[config.mk]
export PLATFORM = sky130hd
export DESIGN_NAME = store_buffer
export DESIGN_NICKNAME = d
export VERILOG_FILES = /design/src/rtl/store_buffer.sv
export SDC_FILE = /design/constraint.sdc
export NUM_CORES = 1
export LEC_CHECK = 0
export CAP_MARGIN = 10
export CORE_MARGIN = 1
export CORE_UTILIZATION = 25
export DETAILED_ROUTE_END_ITERATION = 8
export HOLD_SLACK_MARGIN = 0.02
export PLACE_DENSITY_LB_ADDON = 0.2
export REMOVE_ABC_BUFFERS = 1
export SLEW_MARGIN = 15
export SYNTH_ARGS = -nofsm -noshare
export SYNTH_HDL_FRONTEND = slang
export SYNTH_SLANG_ARGS = --single-unit
[constraint.sdc]
create_clock -name clk -period 15.6 [get_ports clk]
set_clock_uncertainty 0.15 [all_clocks]
set_input_delay 4.68 -clock clk [delete_from_list [all_inputs] [get_ports clk]]
set_output_delay 4.68 -clock clk [all_outputs]
set_load 0.02 [all_outputs]
[src/rtl/store_buffer.sv]
// store_buffer
// Write side of the MEM stage. Stores from EX are aligned into byte lanes
// and given byte enables, then held in an in-order buffer. The buffer drains
// to the data bus one entry at a time over a req/ack handshake. The pipeline
// only has to stall when the buffer is full.
//
// Ports:
//   clk, rst          clock and synchronous active-high reset
//   st_valid_i        store request from EX
//   st_addr_i         store byte address
//   st_data_i         store data, source in the low bits
//   st_mask_i         size code (0001 byte, 0011 half, 1111 word; bit4 ignored)
//   flush_i           discard this cycle's incoming store
//   st_ready_o        buffer has a free entry
//   st_misalign_o     incoming store is misaligned or has an illegal size
//   dbus_req_o        write request valid
//   dbus_addr_o       word-aligned write address
//   dbus_wdata_o      lane-aligned write data
//   dbus_be_o         byte enables
//   dbus_ack_i        bus accepts the current request
//   ld_addr_i         address of the load in EX/MEM
//   ld_hit_o          load word matches a buffered store
//   sb_empty_o        nothing buffered and no request outstanding
module store_buffer #(
    parameter int XLEN  = 32,
    parameter int DEPTH = 2
) (
    input  logic            clk,
    input  logic            rst,
    input  logic            st_valid_i,
    input  logic [XLEN-1:0] st_addr_i,
    input  logic [XLEN-1:0] st_data_i,
    input  logic [4:0]      st_mask_i,
    input  logic            flush_i,
    output logic            st_ready_o,
    output logic            st_misalign_o,
    output logic            dbus_req_o,
    output logic [XLEN-1:0] dbus_addr_o,
    output logic [XLEN-1:0] dbus_wdata_o,
    output logic [3:0]      dbus_be_o,
    input  logic            dbus_ack_i,
    input  logic [XLEN-1:0] ld_addr_i,
    output logic            ld_hit_o,
    output logic            sb_empty_o
);

    localparam int PTR_W = $clog2(DEPTH);
    localparam int CNT_W = PTR_W + 1;

    typedef enum logic {IDLE, REQ} state_t;

    state_t          state, state_next;
    logic [XLEN-1:0] entry_addr [DEPTH];
    logic [XLEN-1:0] entry_data [DEPTH];
    logic [3:0]      entry_be   [DEPTH];
    logic [PTR_W-1:0] head_ptr, tail_ptr;
    logic [CNT_W-1:0] count, count_next;

    logic            is_byte, is_half, is_word;
    logic            accept, pop;
    logic [XLEN-1:0] aligned_data;
    logic [3:0]      aligned_be;
    logic [PTR_W-1:0] slot_offset;

    // Bit 4 of the size code and the byte offset of the load address carry
    // no information here.
    logic unused_bits;
    assign unused_bits = &{1'b0, st_mask_i[4], ld_addr_i[1:0]};

    // Size decode and misalignment check on the incoming store.
    assign is_byte = (st_mask_i[3:0] == 4'b0001);
    assign is_half = (st_mask_i[3:0] == 4'b0011);
    assign is_word = (st_mask_i[3:0] == 4'b1111);

    assign st_misalign_o = st_valid_i &
                           ((is_half & st_addr_i[0]) |
                            (is_word & (st_addr_i[1:0] != 2'b00)) |
                            ~(is_byte | is_half | is_word));

    // Space is judged on the registered count, so a same-cycle pop never
    // frees a slot for the store arriving in that cycle.
    assign st_ready_o = (count < CNT_W'(DEPTH));
    assign accept     = st_valid_i & st_ready_o & ~st_misalign_o & ~flush_i;
    assign pop        = (state == REQ) & dbus_ack_i;
    assign count_next = count + CNT_W'(accept) - CNT_W'(pop);

    // Replicate the source into every lane so the enables alone select
    // which bytes the bus writes.
    always_comb begin
        aligned_data = st_data_i;
        aligned_be   = 4'b1111;
        if (is_byte) begin
            aligned_data = {4{st_data_i[7:0]}};
            aligned_be   = 4'b0001 << st_addr_i[1:0];
        end else if (is_half) begin
            aligned_data = {2{st_data_i[15:0]}};
            aligned_be   = 4'b0011 << {st_addr_i[1], 1'b0};
        end
    end

    always_ff @(posedge clk) begin
        if (rst) begin
            state    <= IDLE;
            count    <= '0;
            head_ptr <= '0;
            tail_ptr <= '0;
            for (int i = 0; i < DEPTH; i++) begin
                entry_addr[i] <= '0;
                entry_data[i] <= '0;
                entry_be[i]   <= '0;
            end
        end else begin
            state <= state_next;
            count <= count_next;
            if (accept) begin
                entry_addr[tail_ptr] <= {st_addr_i[XLEN-1:2], 2'b00};
                entry_data[tail_ptr] <= aligned_data;
                entry_be[tail_ptr]   <= aligned_be;
                tail_ptr             <= tail_ptr + 1'b1;
            end
            if (pop) begin
                head_ptr <= head_ptr + 1'b1;
            end
        end
    end

    // REQ is held for as long as anything remains after the edge, which is
    // what gives back-to-back drains at one store per cycle.
    always_comb begin
        state_next = state;
        case (state)
            IDLE:    if (count_next != '0) state_next = REQ;
            REQ:     if (count_next == '0) state_next = IDLE;
            default: state_next = IDLE;
        endcase
    end

    assign dbus_req_o   = (state == REQ);
    assign dbus_addr_o  = entry_addr[head_ptr];
    assign dbus_wdata_o = entry_data[head_ptr];
    assign dbus_be_o    = entry_be[head_ptr];
    assign sb_empty_o   = (count == '0) & (state == IDLE);

    // A slot is live when its distance from the head is below the count;
    // the head being acked this cycle still counts.
    always_comb begin
        ld_hit_o    = 1'b0;
        slot_offset = '0;
        for (int i = 0; i < DEPTH; i++) begin
            slot_offset = PTR_W'(i) - head_ptr;
            if (({1'b0, slot_offset} < count) &&
                (entry_addr[i][XLEN-1:2] == ld_addr_i[XLEN-1:2])) begin
                ld_hit_o = 1'b1;
            end
        end
    end

endmodule

==> results.sh <==
export IMPL_crit_cells=7
export IMPL_max_clock_freq_ghz=0.0843
export IMPL_io_buffer_count=173
export IMPL_syn_cell_area_um2=6890
export IMPL_hpwl_um=12800
export IMPL_cp_endpoint="ld_hit_o"
export IMPL_grt_pass1_wl_um=28900
export IMPL_maxCapViolations=0
export IMPL_power_density_cell_area_nw_per_um2=115
export IMPL_htreeDepth=4
export IMPL_clk_insertion_delay_late_ps=410
export IMPL_seq_power_share=0.407
export IMPL_gp_routability_congestion=0.758
export IMPL_layout_cells_most_common="sky130_fd_sc_hd__clkdlybuf4s50_1"
export IMPL_critical_path_startpoint="ld_addr_i[27]"
export IMPL_comb_power_share=0.199
export IMPL_die_height_um=168
export IMPL_grt_overflow=0
export IMPL_dr_total_vias=4618
export IMPL_static_leakage_power_uw=0.00351
export IMPL_final_hold_worst_slack_ps=437
export IMPL_floorplan_die_area_um2=28200
export IMPL_grt_setup_unrepaired="no"
export IMPL_timing_final_setup_violations=0
export IMPL_core_rowCount=60
export IMPL_status="complete, no violations"
export IMPL_pin_count=179
export IMPL_critPathArrivalTime_ps=7040
export IMPL_grt_pass1_vias=4988
export IMPL_floorplan_core_area_um2=27000
export IMPL_power_uw=1110
export IMPL_route_detailed_drc=0
export IMPL_detailedRoute_firstPassIterationCount=4
export IMPL_layout_cells_most_common_list="sky130_fd_sc_hd__clkdlybuf4s50_1 (173), sky130_fd_sc_hd__edfxtp_1 (132), sky130_fd_sc_hd__and2_1 (79)"
export IMPL_num_antenna_cells=0
export IMPL_clk_pin_slew_ps=60
export IMPL_synth_yosys_warnings=0
export IMPL_layout_drive_gt1_share=0.155
export IMPL_hold_path_startpoint="head_ptr"
export IMPL_holdCritPathClass="reg2reg"
export IMPL_worst_slew_pin_transition_ps=1080
export IMPL_post_route_period_util=0.761
export IMPL_cp_required_ps=10770
export IMPL_worstPathBufferInverterCount=2
export IMPL_reg2reg_from="count[1]"
export IMPL_detail_route_vias_per_cell=4.37
export IMPL_cell_internal_pwr_uw=814
export IMPL_post_synth_inst_count=529
export IMPL_synth_ff_latch_count=138
export IMPL_slew_violations=0
export IMPL_floorplan_initialDensity=0.255
export IMPL_die_x_um=168
export IMPL_tritoncts="yes"
export IMPL_postRouteWirelength_um=19100
export IMPL_timing_hold_violations_final=0
export IMPL_ctsHoldBuffers=0
export IMPL_route_antenna_remaining_nets=0
export IMPL_cts_setup_buffers=0
export IMPL_timing_worst_setup_path_type="in2out"
export IMPL_cp_top_family="buffers and inverters"
export IMPL_switching_share=0.264
export IMPL_final_net_count=810
export IMPL_clock_tree_buffer_depth=2
export IMPL_groute_usage_overall=0.138
export IMPL_power_switching_uw=292
export IMPL_cts_root_buffer="sky130_fd_sc_hd__clkbuf_16"
export IMPL_r2r_cells=5
export IMPL_critical_path_endpoint_type="primary output"
export IMPL_cp_slowest_stage_delay_ps=700
export IMPL_cts_buffers=17
export IMPL_postSynthAreaPerCell_um2=13.0
export IMPL_avgRoutedWirePerCell_um=18.1
export IMPL_flow_area_growth_from_synthesis_pct=39.9
export IMPL_critical_path_slowest_cell="sky130_fd_sc_hd__clkdlybuf4s50_1"
export IMPL_initialDrtViolationCount=211
export IMPL_grt_max_degree=67
export IMPL_initial_antenna_violation_count=1
export IMPL_postCtsResizedCells=0
export IMPL_kind_of_launch_point_of_the_worst_setup_path="input pin"
export IMPL_power_frac_clock=0.394
export IMPL_slew_headroom=0.278
export IMPL_crit_path_max_fanout=2
export IMPL_final_critical_path_time_including_i_o_delays_and_setup_ps=11870
export IMPL_post_synth_num_cell_types=37
export IMPL_regToRegSetupSlack_ps=12580
export IMPL_clock_sinks=138
export IMPL_setup_tns_final_ps=0
export IMPL_seq_area_frac_synth=0.593
export IMPL_crit_chain="clkdlybuf4s50_1, xnor2_1, nand4_1, nor4_1, nand4_1, o41ai_1, clkdlybuf4s50_1"
export IMPL_worstReg2RegEnd="entry_addr[1][15]"
export IMPL_irDropWorstVdd_mv=0.0530
worst min path at each step:
stage,cells after the start,slack [ps],end
2_1_floorplan,2,340,tail_ptr
3_3_place_gp,2,400,tail_ptr
3_5_place_dp,2,410,flip-flop
4_1_cts,2,440,head_ptr
5_1_grt,2,470,flip-flop
6_report,2,440,head_ptr
flip-flops by register name, summed over array words and instances, names as in the netlist, named ones only:
name / count
head_ptr: 1
count: 2
entry_addr: 60
entry_be: 8
tail_ptr: 1
entry_data: 64
dbus_req_o: 1
per-stage QoR:
step	setup WS, ps	cell area, um^2	util	instances
final	3730	9630	0.356	1056
after global routing	3600	9630	0.356	1056
after CTS	3660	9630	0.356	1056
after detailed placement	3670	9010	0.333	1024
after global placement	3670	9000	0.333	1024
after floorplan	4860	6750	-	503
per-layer routing:
metal | wire length (um) | vias up | GRT usage
met3 | 1320 | 18 | 0.0442
met5 | 12 | - | 0
li1 | - | 2214 | -
met1 | 8240 | 2242 | 0.166
met4 | 192 | 2 | 0.0383
met2 | 9290 | 142 | 0.237
worst reg2reg max path, cell delays in order (launching register included):
cell,delay [ps]
sky130_fd_sc_hd__dfxtp_1,370
sky130_fd_sc_hd__nor2_1,190
sky130_fd_sc_hd__o2111ai_2,340
sky130_fd_sc_hd__or3b_1,440
sky130_fd_sc_hd__buf_4,260
sky130_fd_sc_hd__nand2b_4,830
power by group through the flow:
| stage | Combinational [uW] | Sequential, uW | Clock (uW) |
|---|---|---|---|
| 2_1_floorplan | 112 | 451 | 0 |
| 3_3_place_gp | 221 | 459 | 0 |
| 3_5_place_dp | 222 | 460 | 0 |
| 4_1_cts | 224 | 452 | 446 |
| 5_1_grt | 234 | 455 | 461 |
| 6_report | 220 | 450 | 436 |
Yosys cell counts:
library cell / number / area, um^2
sky130_fd_sc_hd__a211oi_1: 1 / 7.51
sky130_fd_sc_hd__a21oi_1: 11 / 55.1
sky130_fd_sc_hd__and2_1: 79 / 494
sky130_fd_sc_hd__buf_1: 1 / 3.75
sky130_fd_sc_hd__buf_2: 1 / 5.00
sky130_fd_sc_hd__buf_4: 2 / 15.0
sky130_fd_sc_hd__buf_6: 3 / 33.8
sky130_fd_sc_hd__clkbuf_1: 16 / 60.1
sky130_fd_sc_hd__clkbuf_2: 4 / 20.0
sky130_fd_sc_hd__conb_1: 1 / 3.75
sky130_fd_sc_hd__dfxtp_1: 6 / 120
sky130_fd_sc_hd__edfxtp_1: 132 / 3960
sky130_fd_sc_hd__ha_1: 2 / 25.0
sky130_fd_sc_hd__inv_1: 3 / 11.3
sky130_fd_sc_hd__mux2_2: 66 / 743
sky130_fd_sc_hd__mux2i_1: 24 / 240
sky130_fd_sc_hd__nand2_1: 1 / 3.75
sky130_fd_sc_hd__nand2_2: 1 / 6.26
sky130_fd_sc_hd__nand2b_1: 2 / 12.5
sky130_fd_sc_hd__nand3_1: 3 / 15.0
sky130_fd_sc_hd__nand3b_1: 1 / 7.51
sky130_fd_sc_hd__nand4_1: 9 / 56.3
sky130_fd_sc_hd__nor2_1: 73 / 274
sky130_fd_sc_hd__nor2b_1: 2 / 12.5
sky130_fd_sc_hd__nor3_1: 5 / 25.0
sky130_fd_sc_hd__nor3b_1: 1 / 7.51
sky130_fd_sc_hd__nor4_1: 7 / 43.8
sky130_fd_sc_hd__o2111ai_2: 1 / 15.0
sky130_fd_sc_hd__o21a_1: 1 / 7.51
sky130_fd_sc_hd__o21ai_0: 2 / 10.0
sky130_fd_sc_hd__o21bai_1: 1 / 7.51
sky130_fd_sc_hd__o41ai_1: 1 / 8.76
sky130_fd_sc_hd__or2_2: 1 / 6.26
sky130_fd_sc_hd__or3_1: 1 / 6.26
sky130_fd_sc_hd__or3b_1: 1 / 8.76
sky130_fd_sc_hd__xnor2_1: 36 / 315
sky130_fd_sc_hd__xor2_1: 27 / 236
cell families (layout without fill, tap and decap cells):
logic type      after synthesis  count (layout)  synth area share
compound gates               18              18            0.0162
simple gates                187             187             0.142
buf+inv                      30             215            0.0216
flops                       138             138             0.593
mux                          90              90             0.143
fa+ha+maj                     2               2           0.00363
other cells                   1               2          0.000544
xor+xnor                     63              63            0.0801
layout make-up:
cell class,count,area (um^2)
Tap cell,341,427
Fill cell,2674,17400
Multi-Input combinational cell,362,2700
Sequential cell,138,4090
Clock buffer,19,433
Inverter,3,11.3
Timing Repair Buffer,180,1780
Clock inverter,13,191
No activity file was read; power rests on OpenSTA's default activity.
